File: config.mk
export PLATFORM = sky130hd
export DESIGN_NAME = truth_table_sweeper_flat
export DESIGN_NICKNAME = d
export VERILOG_FILES = /design/src/rtl/truth_table_sweeper_if.sv /design/src/rtl/truth_table_sweeper.sv /design/src/flat_wrapper.sv
export SDC_FILE = /design/constraint.sdc
export NUM_CORES = 1
export LEC_CHECK = 0
export ABC_AREA = 1
export CORE_UTILIZATION = 50
export CTS_BUF_LIST = sky130_fd_sc_hd__clkbuf_4 sky130_fd_sc_hd__clkbuf_8 sky130_fd_sc_hd__clkbuf_16
export CTS_CLUSTER_DIAMETER = 150
export DETAILED_ROUTE_END_ITERATION = 16
export GPL_TIMING_DRIVEN = 0
export PLACE_DENSITY = 0.8
export SYNTH_ARGS = -nofsm -noshare
export SYNTH_HDL_FRONTEND = slang
export SYNTH_SLANG_ARGS = --single-unit
export TNS_END_PERCENT = 5
File: constraint.sdc
create_clock -name clk -period 2.6 [get_ports clk]
set_clock_uncertainty 0.2 [all_clocks]
set_input_delay 0.52 -clock clk [delete_from_list [all_inputs] [get_ports clk]]
set_output_delay 0.52 -clock clk [all_outputs]
set_load 0.01 [all_outputs]
File: src/rtl/truth_table_sweeper_if.sv
// truth_table_sweeper_if: requester and function-block signals of the truth table sweeper
interface truth_table_sweeper_if #(parameter int N_IN = 4);
  logic start, abort, dut_f, busy, done, valid, pass, fail_valid;
  logic [N_IN-1:0] dut_in, first_fail;
  logic [2**N_IN-1:0] tt;
  logic [N_IN:0] mismatch_cnt;
  modport master(output start, abort, dut_f,
                 input dut_in, busy, done, tt, valid, pass, mismatch_cnt, first_fail, fail_valid);
  modport slave(input start, abort, dut_f,
                output dut_in, busy, done, tt, valid, pass, mismatch_cnt, first_fail, fail_valid);
endinterface

File: src/rtl/truth_table_sweeper.sv
// truth_table_sweeper: sweeps all input vectors of a function block and checks its truth table
module truth_table_sweeper #(
  parameter int N_IN = 4,
  parameter int HOLD_CYCLES = 2,
  parameter logic [2**N_IN-1:0] EXP_TT = '0
) (
  input logic clk,
  input logic rst_n,
  truth_table_sweeper_if.slave s
);
  localparam logic [1:0] IDLE = 2'd0, DRIVE = 2'd1, SAMPLE = 2'd2, DONE = 2'd3;
  localparam int HW = HOLD_CYCLES > 1 ? $clog2(HOLD_CYCLES + 1) : 1;
  localparam logic [HW-1:0] H1 = 1, HLAST = HW'(HOLD_CYCLES - 1);
  localparam logic [N_IN-1:0] LAST = '1, I1 = 1;
  localparam logic [N_IN:0] C1 = 1;
  logic [1:0] st, nxt;
  logic [HW-1:0] hold;
  logic miss;
  assign miss = s.dut_f != EXP_TT[s.dut_in];
  always_comb begin
    nxt = st;
    if (st == IDLE) nxt = s.start && !s.abort ? DRIVE : IDLE;
    else if (s.abort) nxt = IDLE;
    else if (st == DRIVE) nxt = hold == HLAST ? SAMPLE : DRIVE;
    else if (st == SAMPLE) nxt = s.dut_in == LAST ? DONE : DRIVE;
    else nxt = IDLE;
  end
  // dut_in doubles as the vector index; the done pulse follows the DONE cycle so abort there can suppress it
  always_ff @(posedge clk or negedge rst_n) begin
    if (!rst_n) begin
      st <= IDLE;
      hold <= '0;
      s.dut_in <= '0;
      s.busy <= 1'b0;
      s.done <= 1'b0;
      s.tt <= '0;
      s.valid <= 1'b0;
      s.pass <= 1'b0;
      s.mismatch_cnt <= '0;
      s.first_fail <= '0;
      s.fail_valid <= 1'b0;
    end else begin
      st <= nxt;
      s.busy <= nxt == DRIVE || nxt == SAMPLE;
      s.done <= st == DONE && !s.abort;
      if (st == IDLE && nxt == DRIVE) begin
        s.dut_in <= '0;
        hold <= '0;
        s.tt <= '0;
        s.mismatch_cnt <= '0;
        s.fail_valid <= 1'b0;
        s.first_fail <= '0;
        s.valid <= 1'b0;
        s.pass <= 1'b0;
      end else if (st != IDLE && s.abort) begin
        s.dut_in <= '0;
        s.valid <= 1'b0;
        s.pass <= 1'b0;
      end else if (st == DRIVE) begin
        hold <= hold + H1;
      end else if (st == SAMPLE) begin
        s.tt[s.dut_in] <= s.dut_f;
        if (miss) s.mismatch_cnt <= s.mismatch_cnt + C1;
        if (miss && !s.fail_valid) begin
          s.first_fail <= s.dut_in;
          s.fail_valid <= 1'b1;
        end
        if (s.dut_in != LAST) begin
          s.dut_in <= s.dut_in + I1;
          hold <= '0;
        end
      end else if (st == DONE) begin
        s.valid <= 1'b1;
        s.pass <= s.mismatch_cnt == '0;
      end
    end
  end
endmodule

File: src/flat_wrapper.sv
// flat-port wrapper written by rule: the top's interface ports become plain ports
module truth_table_sweeper_flat 
#(
  parameter int N_IN = 4,
  parameter int HOLD_CYCLES = 2,
  parameter logic [2**N_IN-1:0] EXP_TT = '0
)
  (clk, rst_n, s_start, s_abort, s_dut_f, s_dut_in, s_busy, s_done, s_tt, s_valid, s_pass, s_mismatch_cnt, s_first_fail, s_fail_valid);
  truth_table_sweeper_if #(.N_IN(N_IN)) s_i ();
  input logic clk;
  input logic rst_n;
  input wire logic [$bits(s_i.start)-1:0] s_start;
  input wire logic [$bits(s_i.abort)-1:0] s_abort;
  input wire logic [$bits(s_i.dut_f)-1:0] s_dut_f;
  output wire logic [$bits(s_i.dut_in)-1:0] s_dut_in;
  output wire logic [$bits(s_i.busy)-1:0] s_busy;
  output wire logic [$bits(s_i.done)-1:0] s_done;
  output wire logic [$bits(s_i.tt)-1:0] s_tt;
  output wire logic [$bits(s_i.valid)-1:0] s_valid;
  output wire logic [$bits(s_i.pass)-1:0] s_pass;
  output wire logic [$bits(s_i.mismatch_cnt)-1:0] s_mismatch_cnt;
  output wire logic [$bits(s_i.first_fail)-1:0] s_first_fail;
  output wire logic [$bits(s_i.fail_valid)-1:0] s_fail_valid;
  assign s_i.start = s_start;
  assign s_i.abort = s_abort;
  assign s_i.dut_f = s_dut_f;
  assign s_dut_in = s_i.dut_in;
  assign s_busy = s_i.busy;
  assign s_done = s_i.done;
  assign s_tt = s_i.tt;
  assign s_valid = s_i.valid;
  assign s_pass = s_i.pass;
  assign s_mismatch_cnt = s_i.mismatch_cnt;
  assign s_first_fail = s_i.first_fail;
  assign s_fail_valid = s_i.fail_valid;
  truth_table_sweeper #(.N_IN(N_IN), .HOLD_CYCLES(HOLD_CYCLES), .EXP_TT(EXP_TT)) u_core (.clk(clk), .rst_n(rst_n), .s(s_i));
endmodule
==> run_results.csv, run 1 <==
group,metric,value,unit
global_route,grt.overflow.total,0,
placed_design,place_hpwl,3214,um
detailed_routing,routed_wl,4389,um
clock_tree,cts_root_buf,"clkbuf_8",
sta,final_max_slew_viol_count,0,
clock_tree,cts_tree,"yes",
synthesis,synth_top_family_by_area,"simple AND/OR/NAND/NOR gates",
placed_design,finalWeightedCongestion,0.8072,
worst_setup_path,critPathTopFamily,"buffers and inverters",
die,die_h,66.78,um
synthesis,synth_seq_cells,38,
clock_tree,cts_resized,0,
synthesis,synthXorXnorAreaFrac,0,
detailed_routing,drc,1,
finish,fin_nets,331,
worst_setup_path,crit_path_top_delay_cell,"clkdlybuf4s50_1",
global_route,grt_max_degree,39,
hold_path,hp-class,"in2async",
power_and_ir_drop,ir_worst_vdd,422.4,uV
detailed_routing,ant_nets,0,
synthesis,synthFlopType,"dfrtp_1",
power_and_ir_drop,leakage,1.313,nW
clock_tree,cts.sinks,38,
sta,fmaxAchievable,0.4752,GHz
synthesis,synthArstFlopShare,1.000,
clock_tree,h-tree-depth,2,
worst_setup_path,cp-start-kind,"flip-flop",
worst_setup_path,path_cells,"clkdlybuf4s50_1",
detailed_routing,viasPerCell,5.095,
synthesis,synth_area_leader_cell,"dfrtp_1",
worst_setup_path,cp-startpoint,"u_core.s.dut_in[3]",
status,status,"finished with violations",
clock_tree,post-cts-setup-buffer-count,0,
power_and_ir_drop,p_per_area,563.1,nW/um^2
sta,hold_violations,0,
die,num_rows,23,
synthesis,yosysWarnings,0,
global_route,gr-usage-met3,0.05479,
global_route,grt_pass1_wl,7672,um
die,start_util,0.5208,
worst_setup_path,worstPathRequired,1880,ps
worst_setup_path,critPathMaxFanout,7,
die,die_area,4460,um^2
global_route,antenna_found_initial,0,
synthesis,synth_nets,286,
worst_setup_path,critPathMaxStageDelay,590,ps
synthesis,synthAdderAreaFrac,0.04174,
sta,finalCriticalPeriod,2104,ps
finish,utilization,0.6503,
detailed_routing,vias,1880,
clock_tree,worstSkewPairLatency,290,ps
sta,setup_violations,0,
worst_setup_path,crit_buf_inv,1,
synthesis,synth_cells,274,
die,ioPinCount,39,
synthesis,yosys.area_share.simple,0.3119,
synthesis,yosys-mux-area-fraction,0,
worst_setup_path,rr_startpoint,"u_core.s.dut_in[1]",
sta,tightestPinTransition,825.7,ps
detailed_routing,firstDrtPassIters,10,
worst_setup_path,end_kind,"primary output",
placed_design,port_buffers,38,
sta,rsz0062_at_grt,"no",
global_route,grt.busiest_layer,"met2",
worst_setup_path,worstPathArrival,1380,ps
synthesis,synth.area.top_cells,"dfrtp_1, nand2_1, inv_1, nor2_1, ha_1",
clock_tree,numCtsBuffers,5,
finish,n_antenna_cell,0,
sta,max_slew_margin,0.4495,
synthesis,synth_compound_area_frac,0.08825,
worst_setup_path,r2r.worst_path.cells,7,
synthesis,synth_top_area_frac,0.4532,
clock_tree,clock_tree.buffer_depth,2,
global_route,grt_util_met1,0.3082,
synthesis,ys_seq_area_frac,0.4532,
finish,areaGrowthSynthToFinish,24.87,%
synthesis,syn_avg_cell_area,7.658,um^2
detailed_routing,post_drt_wl_per_cell,11.89,um
global_route,first_global_vias,1676,
status,violations,"design-rule violations",
synthesis,yosysUniqueCellTypes,25,
finish,drive_gt1_frac,0.1160,
sta,tns,0,ps
clock_tree,cts_hold_buf,0,
worst_setup_path,critPathKind,"reg2out",
clock_tree,clkTransAtPathRegs,70,ps
flow_run,maxCapViolCount,0,
die,coreArea,4029,um^2
synthesis,synth-edff-count,0,
die,die_w,66.78,um
sta,period_share,0.8094,
synthesis,netlist_area,2098,um^2
global_route,track_usage,0.2304,
global_route,use_met2,0.3586,
detailed_routing,first_iter_violations,156,
worst_setup_path,worst-path-stages,1,
synthesis,synth.most_common_cell,"nand2_1",
synthesis,synth_common_cells,"nand2_1, dfrtp_1, inv_1",
placed cells by master, fill, tap and decap left out:
cell             Yosys  final
buf_2                2      3
o21ai_2              8      8
nor2_2               1      1
buf_4                1      1
o21ai_1             10     10
nand2_1             93     93
nand3b_1             1      1
nand4_1             10     10
clkbuf_8             0      5
a22oi_1              1      1
nand2_4              2      2
nand3_1              9      9
nor2_1              25     25
clkdlybuf4s50_1      0     37
inv_2                4      4
dfrtp_1             38     38
nor3_1               2      2
buf_6                4      4
nand2_2              3      3
o21ai_0              7      7
inv_1               38     38
nand3_2              1      1
o211ai_1             1      1
or2_2                1      1
ha_1                 7      7
nor2_4               2      2
a21oi_1              3      3
clkbuf_4             0      2
power breakdown:
group	internal, W	switching (W)	leakage [nW]
clock	0.000206	0.000200	0.0452
sequential	0.000643	0.0000590	0.524
combinational	0.000157	0.000210	0.743
kinds of logic (layout without fill, tap and decap cells):
group,count (synthesis),after routing
compound gates,30,30
fa+ha+maj,7,7
buf+inv,49,94
flops,38,38
simple gates,150,150
per-layer routing:
metal | share of wire | up-vias
met2 | 0.46 | 56
met5 | 0 | -
met4 | 0.015 | 0
li1 | - | 945
met1 | 0.47 | 873
met3 | 0.055 | 6
state kept, by name, summed over array words and instances (netlist names):
name                   cells
u_core.hold                2
u_core.st                  2
u_core.s.dut_in            4
u_core.s.tt               16
u_core.s.valid             1
u_core.s.busy              1
u_core.s.pass              1
u_core.s.first_fail        4
u_core.s.mismatch_cnt      5
u_core.s.done              1
u_core.s.fail_valid        1
final timing paths:
kind                            slack, ps             end
worst min-delay path                  120  u_core.s.tt[0]
worst min register to register        280  u_core.hold[1]
worst max register to register        890  u_core.hold[0]
min in group clk                      280  u_core.hold[1]
worst max-delay path                  500     s_dut_in[3]
max in group asynchronous            1550  u_core.s.tt[1]
through the flow:
stage                     hold WS (ps)  area, um^2  worst slack [ps]  std cells  power [W]
after floorplan                  24.41        2098              1094        274  0.0009345
after global placement           254.8        2541            -107.2        362   0.001072
after detailed placement         261.2        2536             410.1        362   0.001082
after CTS                        159.9        2620             482.5        369   0.001486
after global routing             212.8        2620             448.6        369   0.001555
final                            116.8        2620             495.6        369   0.001475
layout make-up:
class | count | area (um^2)
multi-input cells | 187 | 927.1
flip-flops and latches | 38 | 950.9
inverters | 42 | 157.7
clock buffers | 7 | 83.83
plain buffers | 7 | 62.56
well taps | 50 | 62.56
fillers | 376 | 1409
repair buffers | 38 | 375.4
Power figures use the tool's default switching activity.
==> run 2: changes to the inputs <==
--- a/config.mk
+++ b/config.mk
@@ -6,12 +6,12 @@
 export NUM_CORES = 1
 export LEC_CHECK = 0
 export ABC_AREA = 1
-export CORE_UTILIZATION = 50
+export CORE_UTILIZATION = 47
 export CTS_BUF_LIST = sky130_fd_sc_hd__clkbuf_4 sky130_fd_sc_hd__clkbuf_8 sky130_fd_sc_hd__clkbuf_16
 export CTS_CLUSTER_DIAMETER = 150
 export DETAILED_ROUTE_END_ITERATION = 16
 export GPL_TIMING_DRIVEN = 0
-export PLACE_DENSITY = 0.8
+export PLACE_DENSITY = 0.79
 export SYNTH_ARGS = -nofsm -noshare
 export SYNTH_HDL_FRONTEND = slang
 export SYNTH_SLANG_ARGS = --single-unit
==> constraint.sdc (replaced) <==
create_clock -name clk -period 1.8 [get_ports clk]
set_clock_uncertainty 0.2 [all_clocks]
set_input_delay 0.36 -clock clk [delete_from_list [all_inputs] [get_ports clk]]
set_output_delay 0.36 -clock clk [all_outputs]
set_load 0.01 [all_outputs]
==> run 2 against run 1 <==
Effect of this change:
- the flow finishes with violations (negative hold slack)
- cell count grew 0.27%
- die area grew 6.2%
- first-iteration DRC count shrank 26%
- global-route usage grew 0.29 points
- combinational power grew 46%
- critical path type unchanged
- highest routed layer unchanged
==> run_results.csv, run 2 (synthesized netlist as in run 1, its figures left out) <==
group,metric,value,unit
clock_tree,cts.sinks,38,
sta,fmaxAchievable,0.5701,GHz
finish,largest_register_ffs,16,
clock_tree,numCtsBuffers,5,
detailed_routing,firstDrtPassIters,4,
finish,areaGrowthSynthToFinish,25.76,%
die,num_rows,23,
worst_setup_path,path_cells,"clkdlybuf4s50_1",
detailed_routing,viasPerCell,5.019,
global_route,first_global_vias,1745,
placed_design,finalWeightedCongestion,0.7782,
flow_run,maxCapViolCount,0,
worst_setup_path,worstPathRequired,1240,ps
power_and_ir_drop,p_per_area,807.5,nW/um^2
sta,max_slew_margin,0.4448,
sta,tns,0,ps
sta,period_share,0.9745,
hold_path,hp-class,"in2async",
detailed_routing,post_drt_wl_per_cell,12.58,um
finish,reg_top3,"u_core.s.tt: 16 flops, u_core.s.mismatch_cnt: 5 flops",
detailed_routing,routed_wl,4654,um
worst_setup_path,critPathMaxStageDelay,540,ps
worst_setup_path,critPathTopFamily,"buffers and inverters",
die,die_area,4736,um^2
global_route,grt_max_degree,39,
worst_setup_path,end_kind,"primary output",
placed_design,place_hpwl,3389,um
status,violations,"negative hold slack",
clock_tree,cts_root_buf,"clkbuf_8",
global_route,grt.overflow.total,0,
clock_tree,clock_tree.buffer_depth,2,
worst_setup_path,crit_path_top_delay_cell,"clkdlybuf4s50_1",
finish,utilization,0.6368,
sta,hold_ws,-31.36,ps
worst_setup_path,crit_buf_inv,1,
worst_setup_path,cp-start-kind,"flip-flop",
power_and_ir_drop,ir_worst_vdd,650.9,uV
detailed_routing,first_iter_violations,115,
die,coreArea,4144,um^2
die,start_util,0.5063,
die,ioPinCount,39,
sta,rsz0062_at_grt,"no",
global_route,grt_pass1_wl,8107,um
placed_design,dp_slack,-238.8,ps
worst_setup_path,worstPathArrival,1190,ps
finish,n_antenna_cell,0,
global_route,track_usage,0.2333,
worst_setup_path,critPathMaxFanout,3,
clock_tree,h-tree-depth,2,
global_route,antenna_found_initial,0,
finish,final_cell_mix,"nand2_1, inv_1, dfrtp_1",
placed_design,placed_cells,362,
clock_tree,clkTransAtPathRegs,70,ps
status,status,"finished with violations",
finish,fin_nets,332,
clock_tree,cts_tree,"yes",
sta,tightestPinTransition,832.8,ps
detailed_routing,vias,1857,
finish,top_register,"u_core.s.tt",
sta,worst_slack,45.87,ps
clock_tree,worstSkewPairLatency,290,ps
finish,drive_gt1_frac,0.1406,
placed_design,port_buffers,38,
sta,hold_violations,38,
finish,instances_no_fill,370,
power_and_ir_drop,leakage,1.401,nW
die,die_h,68.82,um
sta,final_max_slew_viol_count,0,
finish,final_common_cell,"nand2_1",
clock_tree,cts_hold_buf,0,
die,die_w,68.82,um
sta,finalCriticalPeriod,1754,ps
detailed_routing,ant_nets,0,
detailed_routing,drc,0,
worst_setup_path,critPathKind,"reg2out",
sta,setup_violations,0,
==> run 2: changes by cell type in the layout (fill, tap and decap cells not counted), sizes merged <==
| cell | delta |
|---|---|
| clkdlybuf4s50 | -11 |
| dlygate4sd2 | +8 |
| dlymetal6s2s | +3 |
| clkbuf | +1 |
==> run 2: worst reg2reg max path, cell delays in order (launching register included) <==
cell     delay, ps
dfrtp_2        410
buf_4          170
ha_2           230
nand3_1        120
nand2_2        130
nand3_1        100
nand2_1         90
nand2_1         90
nand2_1         50
==> run 2: final cells by class <==
cell class / count / area, um^2
fillers: 368 / 1505
flip-flops and latches: 38 / 957.2
multi-input cells: 187 / 932.1
repair buffers: 39 / 380.4
inverters: 42 / 157.7
clock buffers: 7 / 83.83
plain buffers: 7 / 65.06
well taps: 50 / 62.56
==> run 2: where the power goes <==
group	leakage [nW]	internal (W)	switching (W)
Combinational	0.840	0.000220	0.000319
Sequential	0.516	0.000933	0.0000763
Clock	0.0452	0.000297	0.000286
==> run 2: path summary, 6_finish.rpt <==
path	startpoint	end	slack (ps)	cells past startpoint
worst max-delay path	u_core.s.fail_valid	s_fail_valid	50	1
worst min-delay path	rst_n	u_core.s.busy	-30	1
worst max register to register	u_core.s.dut_in[0]	u_core.hold[0]	120	8
worst min register to register	u_core.hold[1]	u_core.hold[1]	270	2
max in group asynchronous	rst_n	u_core.s.mismatch_cnt[2]	850	1
min in group clk	u_core.hold[1]	u_core.hold[1]	270	2
==> run 2: through the flow <==
stage          power [W]  instance area, um^2
3_3_place_gp    0.001552                 2541
4_1_cts         0.002148                 2624
2_1_floorplan   0.001350                 2098
6_report        0.002131                 2639
3_5_place_dp    0.001568                 2536
5_1_grt         0.002260                 2639
==> run 2: metal layers <==
layer  track usage  wire length (um)  up-vias
li1              -                 -      937
met1        0.2994              2163      868
met2        0.3799              2199       45
met3       0.04934               214        7
met4       0.09694                77        0
met5             0                 0        -
==> run 2: repair_timing <==
action,4_1_cts,5_1_grt
endpoints found under the hold margin,0,0
setup buffers,1,0
endpoints found under the setup margin,9,16
gates resized for setup,13,6
